### src/rtl/spi_pkg.sv
// Shared types and frame packing for the SPI initiator that drives spi_bridge.
package spi_pkg;

    localparam int FRAME_BITS = 32;
    localparam int ADDR_W     = 17;
    localparam int DATA_W     = 8;
    localparam int RW_BIT     = 7;

    typedef enum logic [2:0] {
        ST_IDLE,
        ST_FRAME,
        ST_GAP,
        ST_WAIT_RDY,
        ST_RDBYTE,
        ST_DONE
    } state_t;

    // Byte 0 carries rw_n in bit 7 and addr[16] in bit 0; reads send a zero data byte.
    function automatic logic [FRAME_BITS-1:0] pack_frame(
        input logic              rw_n,
        input logic [ADDR_W-1:0] addr,
        input logic [DATA_W-1:0] data
    );
        logic [7:0] hdr;
        hdr         = 8'h00;
        hdr[RW_BIT] = rw_n;
        hdr[0]      = addr[ADDR_W-1];
        return {hdr, addr[15:0], (rw_n ? 8'h00 : data)};
    endfunction

endpackage

### src/rtl/spi_shifter.sv
// SCLK divider plus MSB-first shift register, mode 0; bit count is loaded on every start.
module spi_shifter
    import spi_pkg::*;
#(
    parameter int SCLK_HALF = 4
) (
    input  logic                  clk,
    input  logic                  rst,
    input  logic                  start,
    input  logic [5:0]            nbits,
    input  logic [FRAME_BITS-1:0] load_data,
    input  logic                  rx,
    output logic                  sclk,
    output logic                  tx,
    output logic                  last_fall,
    output logic [DATA_W-1:0]     rx_data
);

    localparam logic [15:0] HALF_LAST = 16'(SCLK_HALF - 1);

    logic                  active;
    logic [15:0]           div_cnt;
    logic [5:0]            bit_cnt;
    logic [FRAME_BITS-1:0] shreg;
    logic                  edge_due;

    assign tx        = shreg[FRAME_BITS-1];
    assign edge_due  = active && (div_cnt == HALF_LAST);
    assign last_fall = edge_due && sclk && (bit_cnt == 6'd1);

    // Rise samples MISO; fall advances MOSI, so the first bit is set up a half period early.
    always_ff @(posedge clk or posedge rst) begin
        if (rst) begin
            active  <= 1'b0;
            sclk    <= 1'b0;
            div_cnt <= 16'd0;
            bit_cnt <= 6'd0;
            shreg   <= '0;
            rx_data <= '0;
        end else if (start) begin
            active  <= 1'b1;
            sclk    <= 1'b0;
            div_cnt <= 16'd0;
            bit_cnt <= nbits;
            shreg   <= load_data;
        end else if (active) begin
            if (edge_due) begin
                div_cnt <= 16'd0;
                if (!sclk) begin
                    sclk    <= 1'b1;
                    rx_data <= {rx_data[DATA_W-2:0], rx};
                end else begin
                    sclk    <= 1'b0;
                    shreg   <= shreg << 1;
                    bit_cnt <= bit_cnt - 6'd1;
                    if (bit_cnt == 6'd1) begin
                        active <= 1'b0;
                    end
                end
            end else begin
                div_cnt <= div_cnt + 16'd1;
            end
        end
    end

endmodule

### src/rtl/spi_initiator.sv
// Parallel command to spi_bridge SPI frame, waits for bridge ready, returns read data.
// Optional ready timeout enabled by defining SPI_INITIATOR_TIMEOUT_EN.
module spi_initiator
    import spi_pkg::*;
#(
    parameter int SCLK_HALF     = 4,
    parameter int CS_GAP        = 4,
    parameter int READY_TIMEOUT = 1024
) (
    input  logic              clk_sys_i,
    input  logic              reset_i,
    input  logic              cmd_valid_i,
    output logic              cmd_ready_o,
    input  logic              cmd_rw_ni,
    input  logic [ADDR_W-1:0] cmd_addr_i,
    input  logic [DATA_W-1:0] cmd_data_i,
    output logic              rsp_valid_o,
    output logic [DATA_W-1:0] rsp_data_o,
    output logic              rsp_timeout_o,
    output logic              spi_sclk_o,
    output logic              spi_cs_no,
    output logic              spi_tx_o,
    input  logic              spi_rx_i,
    input  logic              spi_ready_ni
);

    localparam logic [15:0] GAP_LAST = 16'((CS_GAP > 0) ? (CS_GAP - 1) : 0);

    state_t                state;
    logic                  rdy_meta;
    logic                  rdy_sync;
    logic                  rdy_seen_high;
    logic                  rw_q;
    logic                  cs_n;
    logic [15:0]           gap_cnt;
    logic [DATA_W-1:0]     rsp_data_q;
    logic                  rsp_timeout_q;

    logic                  accept;
    logic                  rdy_ok;
    logic                  rd_start;
    logic                  timeout_hit;
    logic                  sh_start;
    logic                  sh_last;
    logic [5:0]            sh_nbits;
    logic [FRAME_BITS-1:0] sh_load;
    logic [DATA_W-1:0]     sh_rx;

    assign cmd_ready_o   = (state == ST_IDLE);
    assign rsp_valid_o   = (state == ST_DONE);
    assign rsp_data_o    = rsp_data_q;
    assign rsp_timeout_o = rsp_timeout_q;
    assign spi_cs_no     = cs_n;

    // Ready only counts once it has been seen high after cs rose, so a stale low is ignored.
    always_comb begin
        accept   = cmd_valid_i && (state == ST_IDLE);
        rdy_ok   = rdy_seen_high && !rdy_sync;
        rd_start = (state == ST_WAIT_RDY) && rdy_ok && rw_q;
        sh_start = accept || rd_start;
        sh_nbits = accept ? 6'(FRAME_BITS) : 6'(DATA_W);
        sh_load  = accept ? pack_frame(cmd_rw_ni, cmd_addr_i, cmd_data_i) : '0;
    end

    always_ff @(posedge clk_sys_i or posedge reset_i) begin
        if (reset_i) begin
            rdy_meta <= 1'b1;
            rdy_sync <= 1'b1;
        end else begin
            rdy_meta <= spi_ready_ni;
            rdy_sync <= rdy_meta;
        end
    end

`ifdef SPI_INITIATOR_TIMEOUT_EN
    localparam logic [15:0] TIMEOUT_LAST = 16'(READY_TIMEOUT - 1);

    logic [15:0] tmo_cnt;

    always_ff @(posedge clk_sys_i or posedge reset_i) begin
        if (reset_i) begin
            tmo_cnt <= 16'd0;
        end else if (state != ST_WAIT_RDY) begin
            tmo_cnt <= 16'd0;
        end else begin
            tmo_cnt <= tmo_cnt + 16'd1;
        end
    end

    assign timeout_hit = (state == ST_WAIT_RDY) && (tmo_cnt == TIMEOUT_LAST);
`else
    logic unused_timeout;
    assign unused_timeout = ^16'(READY_TIMEOUT);
    assign timeout_hit    = 1'b0;
`endif

    always_ff @(posedge clk_sys_i or posedge reset_i) begin
        if (reset_i) begin
            state         <= ST_IDLE;
            cs_n          <= 1'b1;
            rw_q          <= 1'b0;
            gap_cnt       <= 16'd0;
            rdy_seen_high <= 1'b0;
            rsp_data_q    <= '0;
            rsp_timeout_q <= 1'b0;
        end else begin
            case (state)
                ST_IDLE: begin
                    if (accept) begin
                        rw_q  <= cmd_rw_ni;
                        cs_n  <= 1'b0;
                        state <= ST_FRAME;
                    end
                end
                ST_FRAME: begin
                    if (sh_last) begin
                        cs_n          <= 1'b1;
                        gap_cnt       <= 16'd0;
                        rdy_seen_high <= 1'b0;
                        state         <= ST_GAP;
                    end
                end
                ST_GAP: begin
                    if (rdy_sync) begin
                        rdy_seen_high <= 1'b1;
                    end
                    if (gap_cnt == GAP_LAST) begin
                        state <= ST_WAIT_RDY;
                    end else begin
                        gap_cnt <= gap_cnt + 16'd1;
                    end
                end
                ST_WAIT_RDY: begin
                    if (rdy_sync) begin
                        rdy_seen_high <= 1'b1;
                    end
                    if (rdy_ok) begin
                        if (rw_q) begin
                            cs_n  <= 1'b0;
                            state <= ST_RDBYTE;
                        end else begin
                            rsp_data_q    <= '0;
                            rsp_timeout_q <= 1'b0;
                            state         <= ST_DONE;
                        end
                    end else if (timeout_hit) begin
                        rsp_data_q    <= '0;
                        rsp_timeout_q <= 1'b1;
                        state         <= ST_DONE;
                    end
                end
                ST_RDBYTE: begin
                    if (sh_last) begin
                        cs_n          <= 1'b1;
                        rsp_data_q    <= sh_rx;
                        rsp_timeout_q <= 1'b0;
                        state         <= ST_DONE;
                    end
                end
                ST_DONE: begin
                    state <= ST_IDLE;
                end
                default: begin
                    state <= ST_IDLE;
                end
            endcase
        end
    end

    spi_shifter #(
        .SCLK_HALF (SCLK_HALF)
    ) u_shifter (
        .clk       (clk_sys_i),
        .rst       (reset_i),
        .start     (sh_start),
        .nbits     (sh_nbits),
        .load_data (sh_load),
        .rx        (spi_rx_i),
        .sclk      (spi_sclk_o),
        .tx        (spi_tx_o),
        .last_fall (sh_last),
        .rx_data   (sh_rx)
    );

endmodule

### config.mk
export PLATFORM = sky130hd
export DESIGN_NAME = spi_initiator
export DESIGN_NICKNAME = d
export VERILOG_FILES = /design/src/rtl/spi_pkg.sv /design/src/rtl/spi_shifter.sv /design/src/rtl/spi_initiator.sv
export SDC_FILE = /design/constraint.sdc
export NUM_CORES = 1
export LEC_CHECK = 0
export CAP_MARGIN = 10
export CORE_AREA = 5 5 117 86
export CTS_CLUSTER_SIZE = 8
export DETAILED_ROUTE_END_ITERATION = 6
export DIE_AREA = 0 0 122 91
export DONT_BUFFER_PORTS = 1
export GPL_ROUTABILITY_DRIVEN = 0
export HOLD_SLACK_MARGIN = 0.08
export MAX_ROUTING_LAYER = met4
export PLACE_DENSITY = 0.68
export RECOVER_POWER = 100
export SETUP_SLACK_MARGIN = 0.5
export SYNTH_ARGS = -nofsm -noshare
export SYNTH_HDL_FRONTEND = slang
export SYNTH_SLANG_ARGS = --single-unit
### constraint.sdc
create_clock -name clk_sys_i -period 8.7 [get_ports clk_sys_i]
set_input_delay 1.305 -clock clk_sys_i [delete_from_list [all_inputs] [get_ports clk_sys_i]]
set_output_delay 1.305 -clock clk_sys_i [all_outputs]
set_load 0.01 [all_outputs]
* Word-level counts from Yosys, hierarchy flattened *
Cells that the tools add are included.

storage, ports and cells
  register bits = 97
  output and inout port bits = 14

operators by class
  reduce and logical (&&, ||, !) cells = 28
  mux-type cells = 48
  bitwise logic cells = 2
  add/subtract/negate cells = 3
  equality and inequality tests = 18

operator list
  kind                   count
  $mux 32                5
  $mux 16                5
  $add 16x1->16 const B  2
  $eq 16x2->1 const B    2
  $mux 8                 4
  $pmux 16 s2            1
  $mux 6                 5
  $mux 1                 18
  $pmux 8 s2             1
  $mux 3                 5
  $pmux 3 s5             1
  $ne 2x2->1 const B     7
  $reduce_bool 2->1      6
  $reduce_and 5->1       2
  $reduce_and 3->1       3
  $reduce_and 4->1       2
  $logic_and 1x1->1      7
  $eq 3x2->1 const B     2
  $eq 3x3->1 const B     2
  $eq 6x1->1 const B     1
  $ne 2x1->1 const B     3
  $sub 6x1->6 const B    1
  $pmux 1 s2             2
  $reduce_and 2->1       2
  8 further kinds        10

* Logic depth before layout (Yosys ltp) *
Gate-level depths: netlist of the first run.

  depth in word-level cells = 7
  mapped depth = 9

* By module *
A second synthesis of the first run with hierarchy kept.

second synthesis, totals
  cells, all modules = 522
  area total of the unflattened synthesis = 5113.7 µm²

by module, submodules not included
  module         cells an instance  area an instance (µm²)  times used
  spi_shifter    309                3166.8                  1
  spi_initiator  213                1946.9                  1

* Worst setup path after synthesis of the first run *
OpenSTA, ideal clock, no wires.

  path type = input-to-reg
  start point = input port cmd_valid_i
  end point = register u_shifter.rx_data[0]
  stages = 5
  library setup time = 0.125 ns
  required time = 8.575 ns
  path slack = 6.052 ns
  data arrival time = 2.522 ns
  cells stage by stage = or4b_1 > o21ai_2 > or3_1 > buf_6 > mux2_4

on the way
  longest elaborated chain between the ends = 4

ends and longest elaborated chain
  what                               RTL line             text
  start: declaration                 spi_initiator.sv:12  input logic cmd_valid_i,
  $logic_and 1x1->1                  spi_initiator.sv:57  accept = cmd_valid_i && (state == ST_IDLE);
  $logic_or 1x1->1                   spi_initiator.sv:60  sh_start = accept || rd_start;
  $not 1->1 (no source line)         n/a
  $reduce_and 4->1 (no source line)  n/a
  end signal: assignment             spi_shifter.sv:51    rx_data <= {rx_data[DATA_W-2:0], rx};
  end: declaration                   spi_shifter.sv:16    output logic [DATA_W-1:0] rx_data

Every way passes these cells.
A chain may end at the register's enable or synchronous reset.

* Final worst setup path of the first run *
  start point = input port cmd_valid_i
  end point = register u_shifter.div_cnt[15]

on the way
  longest elaborated chain between the ends = 3
  elaborated cells on any way between the ends = 4
  classes of those cells = mux: 1; reduce/logical: 3

ends and longest elaborated chain
  what                                          RTL line             text
  $logic_and 1x1->1 (*)                         spi_initiator.sv:57
  $logic_or 1x1->1 (*)                          spi_initiator.sv:60
  $mux 16 or $reduce_bool 2->1 (tied branches)  n/a
  end signal: assignment                        spi_shifter.sv:61    div_cnt <= div_cnt + 16'd1;
  end: declaration                              spi_shifter.sv:22    logic [15:0] div_cnt;

Mark *: on every way between the ends. The rest lies on a longest branch, timed or not.

==> impl_metrics.yaml, run 1 <==
clock_network:
  htreeDepth: 3
  cts_setup_buffers: 0
  cts_resized: 0
  numClockSinks: 96
  insertion_delay_ns: 0.34
  numCtsBuffers: 9
  cts_root_buffer: "clkbuf_16"
  path_clk_slew_ns: 0.07
  clock_path_buffers: 2
  cts_hold_buf: 0
  cts_tree: "yes"
synthesis:
  synthSimpleGateAreaFrac_pct: 22.8
  synthAdderAreaFrac_pct: 1.09
  synth_ff_type: "dfrtp_1"
  synth-xor-area-share_pct: 4.96
  synthDominantCellAreaShare_pct: 50.7
  synth.largest_area_cell: "dfrtp_1"
  netlist_area_um2: 4590
  synth_cells: 435
  synthTopCellsByArea: "dfrtp_1 51%, nand2_1 5.9%, a22oi_1 4.2%"
  synth_edf_count: 0
  avgSynthCellArea_um2: 10.6
  synth_compound_area_share_pct: 12.3
  synthArstFlopShare_pct: 100
  synth_nets: 470
  yosys_warnings: 0
  ys_ff_latch: 96
  synth.distinct_cells: 61
  synth_top_family_by_area: "simple AND/OR/NAND/NOR gates"
  seq_area_frac_synth_pct: 52.4
  synth_mux_area_share_pct: 3.30
sta:
  finClkSkew_ns: 0.00651
  fmax_ghz: 0.285
  whs_ns: 0.351
  rsz0062_at_grt: "false"
  finalHoldViolations: 0
  setup_viol: 0
  finalCriticalPeriod_ns: 3.50
  worstMarginPinSlew_ns: 2.51
  setup_ws_ns: 5.20
  setup-tns-final_ns: 0
  maxSlewHeadroom_pct: -67.3
  fin_crit_sh_pct: 40.3
  final_max_slew_viol_count: 63
global_route:
  grt-ovfl-total: 0
  grt_max_degree: 90
  antenna_found_initial: 0
  grtUsageTotal_pct: 17.8
  grt_pass1_vias: 3008
  grt_first_pass_wirelength_um: 15200
die:
  dieHeight_um: 91
  floorplan.initialDensity_pct: 52.1
  die_x_um: 122
  fp.coreArea_um2: 8820
  num_io_pins: 45
  dieArea_um2: 11100
  placement_rows: 29
route:
  drc: 0
  drt-initial-drc-count: 239
  viasPerCell: 5.77
  firstDrtPassIters: 5
  totalWireLength_um: 9030
  vias: 3220
  ant_nets: 0
  routedWlPerCell_um: 16.2
setup_path:
  cp_slowest_cell: "a211oi_1"
  cp-start-kind: "primary input"
  cp_num_buf_inv: 1
  crit_family: "compound AO/OA/AOI/OAI gates"
  critPathKind: "in2reg"
  cp-end-kind: "register"
  worstSetupStartpoint: "cmd_valid_i"
  crit_fanout: 22
  path_cells: "nor4b_1 > clkbuf_1 > a211oi_1 > nor4_1 > xnor2_1 > nor2_1"
  crit_required_ns: 8.91
  cp_slowest_stage_delay_ns: 1.36
  arrival_ns: 3.71
  worst_r2r_startpoint: "u_shifter.div_cnt[1]"
pwr:
  ir_drop_v: 0.000189
  swShare_pct: 32.4
  power_frac_comb_pct: 23.9
  power_density_nw_per_um2: 296
  power.internal_mw: 0.989
  total_power_mw: 1.46
  power_switching_mw: 0.473
  clockPowerShare_pct: 30.8
  p_seq_share_pct: 45.4
  leakage_nw: 2.21
placement:
  dpl.hpwl_um: 5960
  dp_worst_setup_slack_ns: 5.46
  placement.io_buffers: 0
  dp_cells: 541
run:
  cap_violations: 2
outcome:
  outcome: "finished with violations"
  violations: "max-capacitance violations, max-slew violations"
finish:
  fillCellCount: 772
  drive_gt1_share_pct: 6.68
  fin_nets: 464
  synthToLayoutAreaGrowth_pct: 7.38
  fin_cells: 558
  antenna_cells: 0
worst_hold_path:
  hold_path.class: "reg2reg"
  hp-start: "rdy_meta"
-- cell usage after synthesis (7+ instances only) --
| cell type | n |
|---|---|
| inv_1 | 9 |
| mux2_4 | 8 |
| nor3_1 | 11 |
| nand3_1 | 8 |
| xor2_1 | 9 |
| dfrtp_1 | 93 |
| buf_2 | 12 |
| nand4_1 | 8 |
| a21oi_1 | 7 |
| o21ai_0 | 9 |
| nor4_1 | 7 |
| nor2_1 | 38 |
| nand2_1 | 72 |
| xnor2_1 | 17 |
| a22o_1 | 16 |
| a22oi_1 | 26 |
-- power by group through the flow --
stage	clock network, mW	registers [mW]	logic [mW]
detailed placement	0	0.672	0.378
CTS	0.462	0.666	0.379
global placement	0	0.670	0.363
global route	0.481	0.680	0.400
floorplan	0	0.628	0.345
finish	0.450	0.663	0.349
-- cells in the final DEF, fill, tap and decap left out, types with 2 or more instances in the layout --
master and n:
nand3b_1 3, a21oi_1 7, bufinv_16 3, a22oi_1 26
xnor2_1 17, and4_1 2, nor2_1 38, ha_1 4
nand3_1 8, or3_1 4, nand4_1 8, nor3b_1 3
nor3_1 12, nand2b_1 5, nand2_1 72, xor2_1 9
clkbuf_16 9, a31oi_1 5, o21ai_0 13, and3b_1 2
inv_1 8, a22o_1 16, and3_1 6, nor4b_1 5
dfstp_2 2, nor4_4 2, clkbuf_1 5, mux2_1 8
mux2i_1 2, nor4_1 7, dfrtp_1 93
-- final timing paths --
check                      depth (start not counted)                    end  slack, ns
setup / recovery                                   6  u_shifter.div_cnt[15]       5.20
setup reg to reg                                   6          rsp_data_o[3]       5.36
hold / removal                                     0               rdy_sync       0.35
min in group asynchronous                          1          rsp_data_o[3]       0.77
max in group asynchronous                          2    u_shifter.shreg[13]       5.28
hold reg to reg                                    0               rdy_sync       0.35
-- flip-flops by register name (all words and copies together), names as in the netlist --
| register | cells |
|---|---|
| u_shifter.rx_data | 8 |
| state | 3 |
| u_shifter.active | 1 |
| rsp_data_o | 8 |
| u_shifter.div_cnt | 16 |
| gap_cnt | 16 |
| rw_q | 1 |
| rdy_meta | 1 |
| u_shifter.bit_cnt | 6 |
| u_shifter.sclk | 1 |
| rdy_seen_high | 1 |
| spi_cs_no | 1 |
| rdy_sync | 1 |
| u_shifter.shreg | 32 |
-- cells by family after synthesis --
family | Yosys count
other | 1
xor gates and xnor gates | 26
and+or+nand+nor | 190
buffers and inverters | 30
muxes | 11
adders and majority gates | 4
DFF | 96
AOI/OAI and AO/OA | 77
-- area by class of cell --
cell class | instances | area, µm² | share of cell area (%)
Clock buffer | 11 | 233 | 4.72
Clock inverter | 5 | 106 | 2.16
Inverter | 9 | 35.0 | 0.710
Multi-Input combinational cell | 309 | 1970 | 39.9
Sequential cell | 96 | 2410 | 48.8
Tap cell | 124 | 155 | 3.14
Timing Repair Buffer | 4 | 31.3 | 0.634
-- metal layers --
| layer | vias to the layer above | GRT usage [%] | wire (µm) |
|---|---|---|---|
| li1 | 1528 | - | - |
| met5 | - | - | 0 |
| met1 | 1604 | 25.5 | 4450 |
| met3 | 10 | 5.53 | 531 |
| met2 | 78 | 23.9 | 3920 |
| met4 | 0 | 5.60 | 129 |
-- stage by stage --
step | util (%) | instance area (µm²)
final | 56.0 | 4930
after detailed placement | 53.0 | 4670
after global placement | 53.0 | 4670
after CTS | 56.8 | 5010
after global routing | 56.0 | 4930
after floorplan | - | 4590
-- worst reg2reg max path: cells and delay by family (launching register included) --
family	cells	cell delay, ns
simple gates	3	1.70
fa+ha+maj	1	0.22
flops	1	0.41
compound gates	2	0.89
Power figures use the tool's default switching activity.
==> run 2, diff against run 1 <==
==> constraint.sdc (replaced) <==
create_clock -name clk_sys_i -period 3.5 [get_ports clk_sys_i]
set_input_delay 0.525 -clock clk_sys_i [delete_from_list [all_inputs] [get_ports clk_sys_i]]
set_output_delay 0.525 -clock clk_sys_i [all_outputs]
set_load 0.01 [all_outputs]
==> run 2 against run 1 <==
Effect of this change: the flow now finishes without violations; wire length increased by 0.75%; sequential share of layout area down 0.099 points; non-clock buffer count rose by 2; die area did not move; register-to-register slack worse by 4.6 ns; combinational power grew to 2.5 times the previous value; utilization increased by 0.11 points.
==> impl_metrics.yaml, run 2 (synthesized netlist as in run 1, its figures left out) <==
outcome:
  outcome: "complete, no violations"
clock_network:
  clock_path_buffers: 2
  numCtsBuffers: 9
  path_clk_slew_ns: 0.07
  cts_root_buffer: "clkbuf_16"
  cts_tree: "yes"
  numClockSinks: 96
  cts_setup_buffers: 0
  htreeDepth: 3
  insertion_delay_ns: 0.35
pwr:
  power_frac_comb_pct: 24.4
  power.internal_mw: 2.40
  total_power_mw: 3.59
  ir_drop_v: 0.000581
  swShare_pct: 33.2
  clockPowerShare_pct: 29.7
  p_seq_share_pct: 45.9
  power_density_nw_per_um2: 726
  leakage_nw: 2.24
  power_switching_mw: 1.19
sta:
  finClkSkew_ns: 0.00786
  maxSlewHeadroom_pct: 24.3
  rsz0062_at_grt: "false"
  fmax_ghz: 0.370
  finalCriticalPeriod_ns: 2.70
  final_max_slew_viol_count: 0
  setup-tns-final_ns: 0
  fin_crit_sh_pct: 77.2
  setup_viol: 0
  whs_ns: 0.171
  finalHoldViolations: 0
  worstMarginPinSlew_ns: 1.13
worst_hold_path:
  hp-start: "spi_ready_ni"
  hold_end: "rdy_meta"
  hold_depth: 0
  hold_path.class: "in2reg"
setup_path:
  crit_fanout: 13
  path_cells: "ha_1 > nor4b_4 > nand4_1 > or2_0 > nor2_1 > o21ai_0"
  cp-start-kind: "register"
  cp_slowest_stage_delay_ns: 0.71
  critPathKind: "reg2reg"
  crit_required_ns: 3.69
  cp-end-kind: "register"
  r2r-end: "rdy_seen_high"
  cp_num_buf_inv: 0
  arrival_ns: 2.89
  rr_worst_depth: 6
  rrSetupSlack_ns: 0.80
  cp_slowest_cell: "nor2_1"
  worst_r2r_startpoint: "u_shifter.div_cnt[0]"
  crit_family: "simple AND/OR/NAND/NOR gates"
global_route:
  grt_first_pass_wirelength_um: 15500
  grt-ovfl-total: 0
  grtUsageTotal_pct: 18.0
  grt_max_degree: 49
  grt_pass1_vias: 3117
  antenna_found_initial: 0
die:
  floorplan.initialDensity_pct: 52.1
  placement_rows: 29
  num_io_pins: 45
  die_x_um: 122
  fp.coreArea_um2: 8820
  dieHeight_um: 91
  dieArea_um2: 11100
finish:
  drive_gt1_share_pct: 8.49
  top_regs: "u_shifter.shreg: 32 flops, gap_cnt: 16 flops, u_shifter.div_cnt: 16 flops"
  layout_common_cells: "93 x dfrtp_1, 72 x nand2_1, 38 x nor2_1, 26 x a22oi_1, 17 x xnor2_1"
  synthToLayoutAreaGrowth_pct: 7.60
  antenna_cells: 0
  fillCellCount: 775
  largest_register_ffs: 32
  top_register: "u_shifter.shreg"
  fin_cells: 560
  layout_commonest_cell: "dfrtp_1"
  design_area_um2: 4940
  fin_nets: 466
route:
  routedWlPerCell_um: 16.2
  totalWireLength_um: 9100
  ant_nets: 0
  drc: 0
  viasPerCell: 5.73
  drt-initial-drc-count: 294
  vias: 3209
  firstDrtPassIters: 4
placement:
  dp_cells: 543
  post_dp_cell_area_um2: 4690
  placement.io_buffers: 0
  dpl.hpwl_um: 6160
run:
  cap_violations: 0
-- run 2: changes by cell type in the layout (fill, tap and decap cells not counted), moves of 2 or more --
cell | before | now
buf_4 | 0 | 2
clkbuf_1 | 5 | 0
clkbuf_2 | 0 | 3
inv_6 | 1 | 3
-- run 2: final cells by class --
cell class	count	area, µm²	area share (%)
repair buffers	6	40.0	0.810
flip-flops and latches	96	2410	48.7
multi-input cells	309	1980	40.1
clock buffers	9	225	4.56
inverters	9	35.0	0.709
well taps	124	155	3.14
clock inverters	7	98.8	2.00
-- run 2: per-layer routing --
layer / global-route usage (%) / up-vias / wire (µm)
met5: - / - / 0
met4: 6.25 / 0 / 155
met3: 5.28 / 12 / 480
met2: 24.3 / 76 / 4050
met1: 25.9 / 1581 / 4410
li1: - / 1540 / -
-- run 2: what timing repair did --
action                                 4_1_cts  5_1_grt
endpoints found under the hold margin       11        0
gates resized for setup                      0        0
hold buffers                                 1        0
-- run 2: worst max path at each step --
stage,startpoint,end,slack [ns],depth (start not counted)
detailed placement,u_shifter.div_cnt[0],rdy_seen_high,1.02,6
floorplan,u_shifter.div_cnt[0],u_shifter.rx_data[0],1.59,6
CTS,u_shifter.div_cnt[0],rdy_seen_high,0.97,6
global route,state[0],u_shifter.shreg[9],0.47,6
global placement,state[0],u_shifter.rx_data[2],1.13,4
finish,u_shifter.div_cnt[0],rdy_seen_high,0.80,6
-- run 2: metrics by stage --
step                      utilization [%]  setup WS [ns]
after floorplan                         -           1.59
after global placement               53.2           1.13
after detailed placement             53.2           1.02
after CTS                            57.0          0.971
after global routing                 56.1          0.471
final                                56.1          0.798
-- run 2: power groups by stage --
| stage | Combinational [mW] | Sequential, mW | Clock (mW) |
|---|---|---|---|
| 6_report | 0.874 | 1.65 | 1.07 |
| 5_1_grt | 1.01 | 1.68 | 1.13 |
| 4_1_cts | 0.955 | 1.65 | 1.09 |
| 3_5_place_dp | 0.947 | 1.67 | 0 |
| 3_3_place_gp | 0.923 | 1.66 | 0 |
| 2_1_floorplan | 0.859 | 1.56 | 0 |
